## config.mk

```make
export PLATFORM = sky130hd
export DESIGN_NAME = udp_tx_framer
export DESIGN_NICKNAME = d
export VERILOG_FILES = /design/src/rtl/global_typs_pkg.sv /design/src/rtl/udp_hdr_ser.sv /design/src/rtl/udp_tx_framer.sv
export SDC_FILE = /design/constraint.sdc
export NUM_CORES = 1
export LEC_CHECK = 0
export ABC_AREA = 1
export CAP_MARGIN = 15
export CELL_PAD_IN_SITES_DETAIL_PLACEMENT = 0
export CELL_PAD_IN_SITES_GLOBAL_PLACEMENT = 1
export CORE_ASPECT_RATIO = 1.25
export CORE_MARGIN = 2
export CORE_UTILIZATION = 45
export CTS_BUF_LIST = sky130_fd_sc_hd__clkbuf_16
export DETAILED_ROUTE_END_ITERATION = 6
export DONT_BUFFER_PORTS = 1
export HOLD_SLACK_MARGIN = 0.06
export PLACE_DENSITY_LB_ADDON = 0.1
export SETUP_SLACK_MARGIN = 0.5
export SYNTH_ARGS = -nofsm -noshare
export SYNTH_HDL_FRONTEND = slang
export SYNTH_SLANG_ARGS = --single-unit
```

## constraint.sdc

```tcl
create_clock -name clk -period 4.5 [get_ports clk]
set_clock_uncertainty 0.05 [all_clocks]
set_input_delay 1.125 -clock clk [delete_from_list [all_inputs] [get_ports clk]]
set_output_delay 1.125 -clock clk [all_outputs]
set_load 0.05 [all_outputs]
```

## src/rtl/global_typs_pkg.sv

```systemverilog
// Shared UDP/IPv4 TX types, protocol constants and the header byte-select helper.
// Optional build feature: UDP_TX_LEN_CHECK_EN (payload length enforcement in udp_tx_framer).
package global_typs_pkg;

  localparam int unsigned BYTE_W    = 8;
  localparam int unsigned PORT_W    = 16;
  localparam int unsigned LEN_W     = 16;
  localparam int unsigned IP_ADDR_W = 32;
  localparam int unsigned HDR_BYTES = 8;
  localparam int unsigned HDR_CNT_W = 3;

  localparam logic [BYTE_W-1:0] UDP_PROTOCOL    = 8'h11;
  localparam logic [LEN_W-1:0]  UDP_HDR_LEN     = 16'd8;
  localparam logic [LEN_W-1:0]  UDP_MAX_PAYLOAD = 16'd65527;

  typedef enum logic [1:0] {
    TX_IDLE    = 2'd0,
    TX_SENDING = 2'd1,
    TX_ERR     = 2'd2,
    TX_SUCCESS = 2'd3
  } tx_result_t;

  typedef enum logic [1:0] {
    ST_IDLE      = 2'd0,
    ST_SEND_HDR  = 2'd1,
    ST_SEND_DATA = 2'd2
  } udp_tx_state_e;

  typedef struct packed {
    logic              data_out_valid;
    logic              data_out_last;
    logic [BYTE_W-1:0] data_out;
  } tx_data_type;

  typedef struct packed {
    logic [IP_ADDR_W-1:0] dst_ip_addr;
    logic [PORT_W-1:0]    dst_port;
    logic [PORT_W-1:0]    src_port;
    logic [LEN_W-1:0]     data_length;
    logic [LEN_W-1:0]     checksum;
  } udp_tx_header_type;

  typedef struct packed {
    udp_tx_header_type hdr;
    tx_data_type       data;
  } udp_tx_type;

  typedef struct packed {
    logic [BYTE_W-1:0]    protocol;
    logic [LEN_W-1:0]     data_length;
    logic [IP_ADDR_W-1:0] dst_ip_addr;
  } ipv4_tx_header_type;

  typedef struct packed {
    ipv4_tx_header_type hdr;
    tx_data_type        data;
  } ipv4_tx_type;

  // The 8 header bytes as they appear on the wire, MSB-first.
  typedef struct packed {
    logic [PORT_W-1:0] src_port;
    logic [PORT_W-1:0] dst_port;
    logic [LEN_W-1:0]  udp_length;
    logic [LEN_W-1:0]  checksum;
  } udp_wire_hdr_t;

  function automatic logic [BYTE_W-1:0] wire_hdr_byte(input udp_wire_hdr_t h,
                                                      input logic [HDR_CNT_W-1:0] idx);
    logic [63:0] flat;
    flat = h;
    return BYTE_W'(flat >> {3'(3'd7 - idx), 3'b000});
  endfunction

endpackage

```

## src/rtl/udp_hdr_ser.sv

```systemverilog
// Serializes the 8-byte UDP header; the byte index advances once per accepted byte.
module udp_hdr_ser
  import global_typs_pkg::*;
(
  input  logic                clk,
  input  logic                reset,
  input  logic                clear,
  input  logic                advance,
  input  udp_wire_hdr_t       hdr,
  output logic [BYTE_W-1:0]   byte_c,
  output logic                final_c
);

  logic [HDR_CNT_W-1:0] cnt_q, cnt_d;

  always_ff @(posedge clk) begin
    if (reset) cnt_q <= '0;
    else       cnt_q <= cnt_d;
  end

  always_comb begin
    cnt_d = cnt_q;
    if (clear)        cnt_d = '0;
    else if (advance) cnt_d = cnt_q + HDR_CNT_W'(1);
  end

  assign byte_c  = wire_hdr_byte(hdr, cnt_q);
  assign final_c = (cnt_q == HDR_CNT_W'(HDR_BYTES - 1));

endmodule

```

## src/rtl/udp_tx_framer.sv

```systemverilog
// UDP transmit framer: prepends the 8-byte UDP header and streams the payload to IPv4 TX.
// Define UDP_TX_LEN_CHECK_EN to enforce the header data_length against the user's last flag.
module udp_tx_framer
  import global_typs_pkg::*;
(
  input  logic        clk,
  input  logic        reset,
  input  logic        udp_tx_start,
  input  udp_tx_type  udp_txi,
  output tx_result_t  udp_tx_result,
  output logic        udp_tx_data_out_ready,
  output logic        ip_tx_start,
  output ipv4_tx_type ip_tx,
  input  tx_result_t  ip_tx_result,
  input  logic        ip_tx_data_out_ready
);

  udp_tx_state_e      state_q, state_d;
  udp_wire_hdr_t      wire_q, wire_d;
  ipv4_tx_header_type ip_hdr_q, ip_hdr_d;
  tx_result_t         result_q, result_d;
  logic               start_q, start_d;

  logic              ip_err;
  logic              xfer;
  logic              hdr_adv;
  logic              hdr_final;
  logic              len_zero;
  logic              len_bad;
  logic              user_last;
  logic              frame_done;
  logic              frame_ok;
  logic [BYTE_W-1:0] hdr_byte;

`ifdef UDP_TX_LEN_CHECK_EN
  logic [LEN_W-1:0] pay_cnt_q, pay_cnt_d;
  logic             pay_final;

  assign pay_final  = (pay_cnt_q == LEN_W'(wire_q.udp_length - UDP_HDR_LEN - 16'd1));
  assign frame_done = pay_final | user_last;
  assign frame_ok   = pay_final & user_last;
`else
  assign frame_done = user_last;
  assign frame_ok   = 1'b1;
`endif

  assign ip_err    = (ip_tx_result == TX_ERR);
  assign len_zero  = (wire_q.udp_length == UDP_HDR_LEN);
  assign len_bad   = (udp_txi.hdr.data_length > UDP_MAX_PAYLOAD);
  assign user_last = udp_txi.data.data_out_last;
  assign xfer      = ip_tx.data.data_out_valid & ip_tx_data_out_ready;
  assign hdr_adv   = (state_q == ST_SEND_HDR) & xfer;

  udp_hdr_ser u_hdr_ser (
    .clk     (clk),
    .reset   (reset),
    .clear   (state_q == ST_IDLE),
    .advance (hdr_adv),
    .hdr     (wire_q),
    .byte_c  (hdr_byte),
    .final_c (hdr_final)
  );

  // State and datapath registers.
  always_ff @(posedge clk) begin
    if (reset) begin
      state_q   <= ST_IDLE;
      wire_q    <= '0;
      ip_hdr_q  <= '0;
      result_q  <= TX_IDLE;
      start_q   <= 1'b0;
`ifdef UDP_TX_LEN_CHECK_EN
      pay_cnt_q <= '0;
`endif
    end else begin
      state_q   <= state_d;
      wire_q    <= wire_d;
      ip_hdr_q  <= ip_hdr_d;
      result_q  <= result_d;
      start_q   <= start_d;
`ifdef UDP_TX_LEN_CHECK_EN
      pay_cnt_q <= pay_cnt_d;
`endif
    end
  end

  // Next-state logic.
  always_comb begin
    state_d = state_q;
    unique case (state_q)
      ST_IDLE:      if (udp_tx_start && !len_bad) state_d = ST_SEND_HDR;
      ST_SEND_HDR: begin
        if (ip_err)                 state_d = ST_IDLE;
        else if (xfer && hdr_final) state_d = len_zero ? ST_IDLE : ST_SEND_DATA;
      end
      ST_SEND_DATA: begin
        if (ip_err)                  state_d = ST_IDLE;
        else if (xfer && frame_done) state_d = ST_IDLE;
      end
      default:                       state_d = ST_IDLE;
    endcase
  end

  // Datapath register updates: header latch, launch pulse, result, payload count.
  always_comb begin
    wire_d    = wire_q;
    ip_hdr_d  = ip_hdr_q;
    result_d  = result_q;
    start_d   = 1'b0;
`ifdef UDP_TX_LEN_CHECK_EN
    pay_cnt_d = pay_cnt_q;
`endif
    unique case (state_q)
      ST_IDLE: begin
        if (udp_tx_start) begin
          if (len_bad) begin
            result_d = TX_ERR;
          end else begin
            wire_d.src_port      = udp_txi.hdr.src_port;
            wire_d.dst_port      = udp_txi.hdr.dst_port;
            wire_d.udp_length    = LEN_W'(udp_txi.hdr.data_length + UDP_HDR_LEN);
            wire_d.checksum      = udp_txi.hdr.checksum;
            ip_hdr_d.protocol    = UDP_PROTOCOL;
            ip_hdr_d.data_length = LEN_W'(udp_txi.hdr.data_length + UDP_HDR_LEN);
            ip_hdr_d.dst_ip_addr = udp_txi.hdr.dst_ip_addr;
            result_d             = TX_SENDING;
            start_d              = 1'b1;
`ifdef UDP_TX_LEN_CHECK_EN
            pay_cnt_d            = '0;
`endif
          end
        end
      end
      ST_SEND_HDR: begin
        if (ip_err)                             result_d = TX_ERR;
        else if (xfer && hdr_final && len_zero) result_d = TX_SUCCESS;
      end
      ST_SEND_DATA: begin
        if (ip_err) begin
          result_d = TX_ERR;
        end else if (xfer) begin
`ifdef UDP_TX_LEN_CHECK_EN
          pay_cnt_d = pay_cnt_q + LEN_W'(1);
`endif
          if (frame_done) result_d = frame_ok ? TX_SUCCESS : TX_ERR;
        end
      end
      default: result_d = result_q;
    endcase
  end

  // Outputs: header bytes from the serializer, payload passed straight through.
  always_comb begin
    ip_tx.data            = '0;
    ip_tx.hdr             = ip_hdr_q;
    udp_tx_data_out_ready = 1'b0;
    unique case (state_q)
      ST_SEND_HDR: begin
        if (!ip_err) begin
          ip_tx.data.data_out_valid = 1'b1;
          ip_tx.data.data_out       = hdr_byte;
          ip_tx.data.data_out_last  = hdr_final & len_zero;
        end
      end
      ST_SEND_DATA: begin
        if (!ip_err) begin
          ip_tx.data.data_out_valid = udp_txi.data.data_out_valid;
          ip_tx.data.data_out       = udp_txi.data.data_out;
          ip_tx.data.data_out_last  = frame_done;
          udp_tx_data_out_ready     = ip_tx_data_out_ready;
        end
      end
      default: ip_tx.data = '0;
    endcase
  end

  assign ip_tx_start   = start_q;
  assign udp_tx_result = result_q;

endmodule

```

==> results.yml <==
clocking:
  htreeDepth: 3
  insertion_delay_ns: 0.34
  hold_buffers: 0
  clkTransAtPathRegs_ns: 0.07
  cts_buffer_depth: 2
  cts-root-buf: "clkbuf_16"
  cts_resized: 0
  cts_sinks: 105
  cts_inserted_buffers: 9
  cts_setup_buffers: 0
  cts_tree: "done"
global_routing:
  grt_pass1_wl_um: 24300
  grt_max_degree: 98
  grt_pass1_vias: 4711
  grt_antenna_before_repair: 0
  grt_usage_pct: 21.5
  grt_overflow: 0
placement:
  port_buffers: 0
  pre_cts_ws_ns: 1.24
  dp.cells: 867
  hpwl_um: 10900
  gp_congestion: 0.865
critical_path:
  cp_max_fo: 23
  worst_setup_path_start_kind: "flop"
  reg2reg_from: "state_q[1]$_SDFFE_PP0P_"
  crit_path_start: "u_hdr_ser.cnt_q[1]$_SDFFE_PP0P_"
  crit_end: "ip_tx[2]"
  worstPathArrival_ns: 2.46
  timing.rr.end: "u_hdr_ser.cnt_q[0]$_SDFFE_PP0P_"
  critPathKind: "flop to output pin"
  rr_worst_depth: 10
  crit_path_end_kind: "output pin"
  worstPathRequired_ns: 3.32
  r2r_slack_ns: 2.21
pwr:
  ir_drop_mv: 0.418
  switching_share_pct: 47.4
  share_seq_of_total_power_pct: 44.4
  internal_power_uw: 1950
  power_density_nw_per_um2: 616
  pwr-share-comb_pct: 34.1
  power.clock.fraction_pct: 21.6
  leakage_uw: 0.00213
  p_switching_uw: 1760
sta:
  rsz0062_at_grt: "no"
  setup_viol: 0
  setup_slack_ns: 0.861
  hold_viol_final: 0
  relSlewSlack_pct: 34.8
  post-route-period-util_pct: 80.9
  fin_crit_ns: 3.64
  worstMarginPinSlew_ns: 0.979
  final.setup.tns_ns: 0
  slew_violations: 0
  max_freq_ghz: 0.275
route:
  vias_per_cell: 5.31
  drc: 0
  dr.pass1.iters: 4
  antenna_left: 0
  vias: 4692
  wl_per_cell_um: 17.4
  drtIter0Drc: 215
  wl_um: 15300
outcome:
  outcome: "completed"
worst_hold_path:
  min_path_type: "flop to flop"
yosys:
  ys_ff_latch: 105
  synth_top_area_share_pct: 35.2
  synth.avg_cell_area_um2: 7.91
  synthCells: 755
  async_reset_ff_share_pct: 0
  synth_edf_count: 0
  yosysTopAreaCell: "dfxtp_1"
  yosysSeqAreaShare_pct: 35.2
  yosysUniqueCellTypes: 33
  ys_warn_count: 0
  synth_flop_cell: "dfxtp_1"
  synth_area_leaders: "dfxtp_1, a21oi_2, nand3_1"
  syn-cell-area_um2: 5970
die:
  num_rows: 47
  dieWidth_um: 107
  coreArea_um2: 13100
  die_h_um: 133
  start_util_pct: 45.6
  io_pins: 182
  die-area_um2: 14200
finish:
  layout_commonest_cell: "nand2_1"
  post-route-util_pct: 45.9
  drive_above_1_share_pct: 31.6
  final_cell_mix: "nand2_1, nand3_1, dfxtp_1"
  final_cells: 883
  insertedDiodeCount: 0
  area.growth.synth_to_final_pct: 0.754
  finalNetCount: 826
run:
  max_cap_viol_count: 0
-- kinds of logic after synthesis --
group	synth area share, %
other	0.0628
adders and majority gates	1.47
AOI/OAI and AO/OA	18.1
xor gates and xnor gates	1.47
DFF	35.2
buffers and inverters	12.3
and+or+nand+nor	31.5
-- synthesized netlist by cell type (4+ instances only) --
master	instances
nand2_1	125
ha_1	7
dfxtp_1	105
clkbuf_1	22
buf_12	10
inv_2	4
nand2_2	92
buf_2	8
o21ai_0	13
nor2_1	38
buf_4	23
buf_1	5
buf_6	9
a21oi_1	32
nand3_1	118
a21oi_2	92
xnor2_1	4
xor2_1	6
inv_1	21
-- power by group through the flow --
stage          clock network [uW]  logic [uW]  registers, uW
2_1_floorplan                   0        1380           1490
3_3_place_gp                    0        1260           1670
3_5_place_dp                    0        1280           1670
4_1_cts                       816        1280           1650
5_1_grt                       853        1400           1670
6_report                      799        1260           1640
-- worst min path at each step --
stage                             from                 endpoint  slack [ns]  depth (start not counted)
2_1_floorplan  wire_q[11]$_SDFFE_PP0P_  wire_q[11]$_SDFFE_PP0P_        0.40                          2
3_3_place_gp   wire_q[51]$_SDFFE_PP0P_  wire_q[51]$_SDFFE_PP0P_        0.41                          2
3_5_place_dp   wire_q[47]$_SDFFE_PP0P_  wire_q[47]$_SDFFE_PP0P_        0.41                          2
4_1_cts        wire_q[47]$_SDFFE_PP0P_  wire_q[47]$_SDFFE_PP0P_        0.42                          2
5_1_grt        wire_q[36]$_SDFFE_PP0P_  wire_q[36]$_SDFFE_PP0P_        0.44                          2
6_report       wire_q[47]$_SDFFE_PP0P_  wire_q[47]$_SDFFE_PP0P_        0.42                          2
-- cell type report --
type                            instances  area, um^2
Sequential cell                       105        2100
Fill cell                            1359        7090
Inverter                               27         103
Multi-Input combinational cell        550        3180
Clock buffer                            9         225
Clock inverter                          7        70.1
Timing Repair Buffer                   14         130
Tap cell                              171         214
-- worst max-delay path: stages, from the launching register on --
cell     delay [ns]
dfxtp_1        0.85
inv_1          0.40
nand3_1        0.19
nand2_1        0.08
a21oi_1        0.14
o31ai_1        0.10
a21oi_1        0.15
buf_4          0.22
-- state kept, by name, summed over array words and instances (netlist names) --
| register | cells |
|---|---|
| state_q | 2 |
| udp_tx_result | 2 |
| u_hdr_ser.cnt_q | 3 |
| ip_tx_start | 1 |
| ip_tx | 49 |
| wire_q | 48 |
-- metal layers --
metal	GRT usage [%]	vias up	part of all wire (%)
met5	0	-	0
met4	4.83	0	0.74
met3	5.96	8	7.2
met2	36.7	143	49
met1	26.7	2182	43
li1	-	2359	-
-- through the flow --
step | hold slack [ns] | area [um^2] | power [uW]
after global placement | 0.411 | 5720 | 2920
after CTS | 0.422 | 6020 | 3750
after global routing | 0.440 | 6020 | 3920
final | 0.423 | 6020 | 3710
after floorplan | 0.401 | 5990 | 2870
after detailed placement | 0.410 | 5720 | 2950
No activity file was read; power rests on OpenSTA's default activity.
==> edit 1: new RTL, config.mk and constraints unchanged <==
Re-encode `udp_tx_state_e` (3 states) as one-hot, 3 bits wide.
--- a/src/rtl/global_typs_pkg.sv
+++ b/src/rtl/global_typs_pkg.sv
@@ -21,8 +21,8 @@
   } tx_result_t;
 
-  typedef enum logic [1:0] {
-    ST_IDLE      = 2'd0,
-    ST_SEND_HDR  = 2'd1,
-    ST_SEND_DATA = 2'd2
+  typedef enum logic [2:0] {
+    ST_IDLE      = 3'b001,
+    ST_SEND_HDR  = 3'b010,
+    ST_SEND_DATA = 3'b100
   } udp_tx_state_e;
 
Formal check against the unedited RTL: no difference found for any inputs over 4 cycles, from zero or initial values and one cycle with reset high; so few cycles prove little.
==> edit 1 against the unedited design <==
Wire length decreased by 15%; final area decreased by 14%; worst setup slack improved by 160 ps; highest routed layer unchanged; sequential cell count increased by 1; via count decreased by 12%; core utilization increased by 2.4 points; area after synthesis decreased by 17%.
Power is not compared: it rests on default switching activity, and its combinational part moved more than twofold at a synthesized area within 25%.
==> edit 1: results (changes against the unedited design) <==
clock_network:
  cts_resized: 0  # unchanged
  cts_buffer_depth: 2  # unchanged
  post_cts_buffers: 0  # unchanged
  clock_latency_ps: 350
  clkTransAtPathRegs_ps: 70  # about the same
  cts_inserted_buffers: 9  # unchanged
  cts_root_buf: "clkbuf_16"
  h-tree-depth: 3  # unchanged
run_status:
  status: "complete, no violations"
hold_path:
  hold_end: "wire_q[45]"
  hold_path_depth: 2  # unchanged
  min_path_type: "flop to flop"
  hp-start: "wire_q[45]"
synth:
  yosysWarnings: 0  # unchanged
  synth_cell_types: 33  # unchanged
  syn_inst: 678  # -10%
  synth-edff-count: 0  # unchanged
  seq_area_frac_synth_pct: 42.67  # +7.5 points
  ys.flop_type: "dfxtp_1"
  synth_common_cells: "nor2_1 (197), o21ai_0 (120), dfxtp_1 (106)"
  ys_top_cells_by_area: "dfxtp_1 (43%), nor2_1 (15%), o21ai_0 (12%), nand2_1 (3.8%), buf_4 (3.8%)"
  synthArstFlopShare_pct: 0  # unchanged
detailed_routing:
  vias_per_cell: 5.344  # +0.56%
  drt_iter0_markers: 157  # -27%
  first_pass_iters: 4  # unchanged
  wire_per_inst_um: 16.77  # -3.5%
worst_setup_path:
  reg2reg_depth: 8  # -2
  cp_max_fo: 11  # -52%
  timing.rr.end: "udp_tx_result[0]"
  reg2reg_setup_slack_ps: 2130  # -80 ps
  cp_data_arrival_time_ps: 2310  # -150 ps
  r2r_start: "u_hdr_ser.cnt_q[1]"
placement:
  hpwl_um: 9243  # -15%
  place_inst: 759  # -12%
  routabilityCongestion: 0.8078  # -6.6%
  io_buffers: 0  # unchanged
  post_dp_cell_area_um2: 4808  # -16%
layout:
  fill_cells: 1108  # -18%
  final_cells: 777  # -12%
  drive_gt1_share_pct: 8.540  # -23 points
  largest_reg_flops: 49  # unchanged
  fin_nets: 754  # -8.7%
  multi_input_area_um2: 2344  # -26%
global_route:
  track_usage_pct: 21.66  # +0.20 points
  antenna_found_initial: 1  # +1
  grt_pass1_wl_um: 20380  # -16%
  grt_pass1_vias: 4059  # -14%
  grt_max_degree: 98  # unchanged
pwr:
  leakage_uw: 0.002118
  max-vdd-ir-drop_uv: 212.0
sta:
  tightest_slew_ps: 978.3  # -0.4128 ps
  tns_ps: 0  # unchanged
## edit 1: cell types whose count changed after synthesis, sizes merged, moves of 4 or more
cell    before  now
buf         56   46
ha           7    3
nor2        40  218
inv         25   30
nand3      119   15
clkbuf      22   18
nand2      218   52
o21ai       15  120
mux2i        0   10
a21oi      124   18
o221ai       0   10
o211ai       0    6
## edit 1: how the worst max path moves through the flow
stage | startpoint | endpoint | cells past startpoint | slack (ps)
after floorplan | ip_tx_result[1] | ip_tx[8] | 5 | 780
after global placement | ip_tx_result[1] | ip_tx[6] | 5 | 1000
after detailed placement | ip_tx_result[1] | ip_tx[6] | 5 | 990
after CTS | ip_tx_result[1] | ip_tx[6] | 5 | 990
after global routing | ip_tx_result[1] | ip_tx[6] | 5 | 820
final | ip_tx_result[1] | ip_tx[5] | 5 | 1020
## edit 1: layout make-up
class | instances | area share [%]
multi-input cells | 482 | 45.53
inverters | 31 | 2.285
flip-flops and latches | 106 | 41.23
diodes | 1 | 0.04861
clock buffers | 9 | 4.375
repair buffers | 9 | 1.556
clock inverters | 7 | 1.774
well taps | 132 | 3.209
## edit 1: kinds of logic (layout without fill, tap and decap cells)
group,count (synthesis),after routing,synth area share [%]
AND/OR/NAND/NOR,294,294,24.70
multiplexers,10,10,2.013
XOR/XNOR,9,9,1.585
AO/OA/AOI/OAI,160,160,17.51
adder cells (fa/ha/maj),3,3,0.7548
other,1,7,0.07540
buffers and inverters,95,56,10.69
flip-flops,106,106,42.67
## edit 1: critical path, cell delays in order
cell and delay, ps:
inv_1 30, nor2_1 50, nor2_1 590, nand2_1 100, nand2_1 400
## edit 1: routing by layer
metal  wire (um)  up-vias  GRT usage (%)
li1            -     2114              -
met1        5269     1884          24.55
met5           0        -              0
met2        6431      139          37.63
met3        1111       15          7.229
met4         221        0          8.594
## edit 1: through the flow
step / setup WS [ps] / hold WS [ps]
CTS: 988.7 / 440.0
detailed placement: 991.3 / 423.7
global placement: 996.0 / 411.6
floorplan: 777.1 / 398.8
global route: 819.3 / 464.1
finish: 1017 / 436.7
## edit 1: power by group
group / internal (uW) / switching (uW)
combinational: 109 / 205
sequential: 1040 / 264
clock: 488 / 348
total: 1640 / 817
==> edit 2: new RTL, same flow settings <==
Made on the original files. Build with the macro `UDP_TX_LEN_CHECK_EN` defined.
--- a/src/rtl/udp_tx_framer.sv
+++ b/src/rtl/udp_tx_framer.sv
@@ -1,4 +1,6 @@
 // UDP transmit framer: prepends the 8-byte UDP header and streams the payload to IPv4 TX.
 // Define UDP_TX_LEN_CHECK_EN to enforce the header data_length against the user's last flag.
+`define UDP_TX_LEN_CHECK_EN
+
 module udp_tx_framer
   import global_typs_pkg::*;
Check against the original RTL: not equivalent (a bounded check fails within 10 cycles, from zero or initial values and one cycle with reset high).
==> edit 2 against the unedited design <==
Wire length up 20%; sequential cell count up 16; area after synthesis up 6.7%; maximum frequency down 4.2%; non-clock buffer count up 11; global-route usage up 2.9 points; sequential share of layout area down 0.59 points; final area up 17%; die area up 6.5%; total power up 12%; worst setup slack worse by 160 ps.
==> edit 2: results (changes against the unedited design) <==
placement:
  routabilityCongestion: 0.9608  # +11%
  place_inst: 1052  # +21%
  post_dp_cell_area_um2: 6435  # +12%
  hpwl_um: 13770  # +27%
  place_ws_ps: 909.9  # -325.1 ps
worst_setup_path:
  critPathMaxStageDelay_ps: 520  # -330 ps
  path_delay_family: "simple AND/OR/NAND/NOR gates"
  crit_end: "ip_tx[8]"
  setup.worst_path.start_class: "flop"
  cp_max_fo: 5  # -78%
  timing.rr.end: "udp_tx_result[0]"
  reg2reg_depth: 9  # -1
  cp_data_arrival_time_ps: 2620  # +160 ps
  r2r_start: "ip_tx[54]"
  reg2reg_setup_slack_ps: 2120  # -90 ps
sta:
  hold_slack_ps: 428.7  # +5.273 ps
  max_freq_mhz: 263.3  # -4.2%
  tightest_slew_ps: 971.3  # -7.386 ps
synth:
  synth_common_cells: "nor2_1 (217), o21ai_0 (124), dfxtp_1 (121)"
  yosysWarnings: 0  # unchanged
  seq_area_frac_synth_pct: 38.01  # +2.8 points
  syn_area_per_cell_um2: 6.966  # -12%
  synth_cell_types: 40  # +21%
  ys_top_cells_by_area: "dfxtp_1 (38%), nor2_1 (13%), o21ai_0 (9.7%), nand2_1 (5.9%), a21oi_1 (4.1%)"
pwr:
  p_sw_uw: 1729  # -1.5%
  leakage_uw: 0.002893  # +36%
  combPwrFrac_pct: 26.4  # -7.7 points
  power_uw: 4167  # +12%
  clock_power_share_pct: 32.8  # +11 points
  max-vdd-ir-drop_uv: 328.9  # -21%
detailed_routing:
  first_pass_iters: 6  # +2
  totalWireLength_um: 18460  # +20%
  drt_iter0_markers: 345  # +60%
  num_vias: 5875  # +25%
  vias_per_cell: 5.415  # +1.9%
layout:
  drive_gt1_share_pct: 10.55  # -21 points
  largest_reg_flops: 49  # unchanged
  fin_nets: 1018  # +23%
  num_antenna_cells: 0  # unchanged
global_route:
  grt_pass1_vias: 5692  # +21%
  grt_pass1_wl_um: 29050  # +19%
  track_usage_pct: 24.38  # +2.9 points
  grt_max_degree: 62  # -37%
clock_network:
  clock_latency_ps: 410  # +70 ps
  cts_inserted_buffers: 17  # +8
  h-tree-depth: 4  # +1
run_status:
  status: "complete, no violations"
hold_path:
  hold_end: "wire_q[11]"
  hp-start: "wire_q[11]"
  min_path_type: "flop to flop"
-- edit 2: what timing repair did --
action,in CTS,in global routing
hold endpoints to repair,0,0
resized for setup,0,6
setup endpoints to repair,0,1
-- edit 2: kinds of logic after synthesis --
kind of cell / share of synthesized area, %
adder cells (fa/ha/maj): 1.767
other: 0.05884
AO/OA/AOI/OAI: 18.00
AND/OR/NAND/NOR: 27.07
flip-flops: 38.01
buffers and inverters: 9.717
multiplexers: 1.256
XOR/XNOR: 4.122
-- edit 2: per-layer routing --
metal	vias to the layer above	global-route usage [%]	routed length, um
li1	2943	-	-
met1	2714	26.66	7236
met2	181	43.90	9429
met3	37	7.086	1206
met4	0	11.04	588
met5	-	0	0
-- edit 2: area by class of cell --
cell class                      count  area (um^2)
Tap cell                          175        219.0
Clock buffer                       17        425.4
Fill cell                        1430         6753
Clock inverter                     15        167.7
Multi-Input combinational cell    666         3359
Timing Repair Buffer               25        215.2
Inverter                           66        250.2
Sequential cell                   121         2424
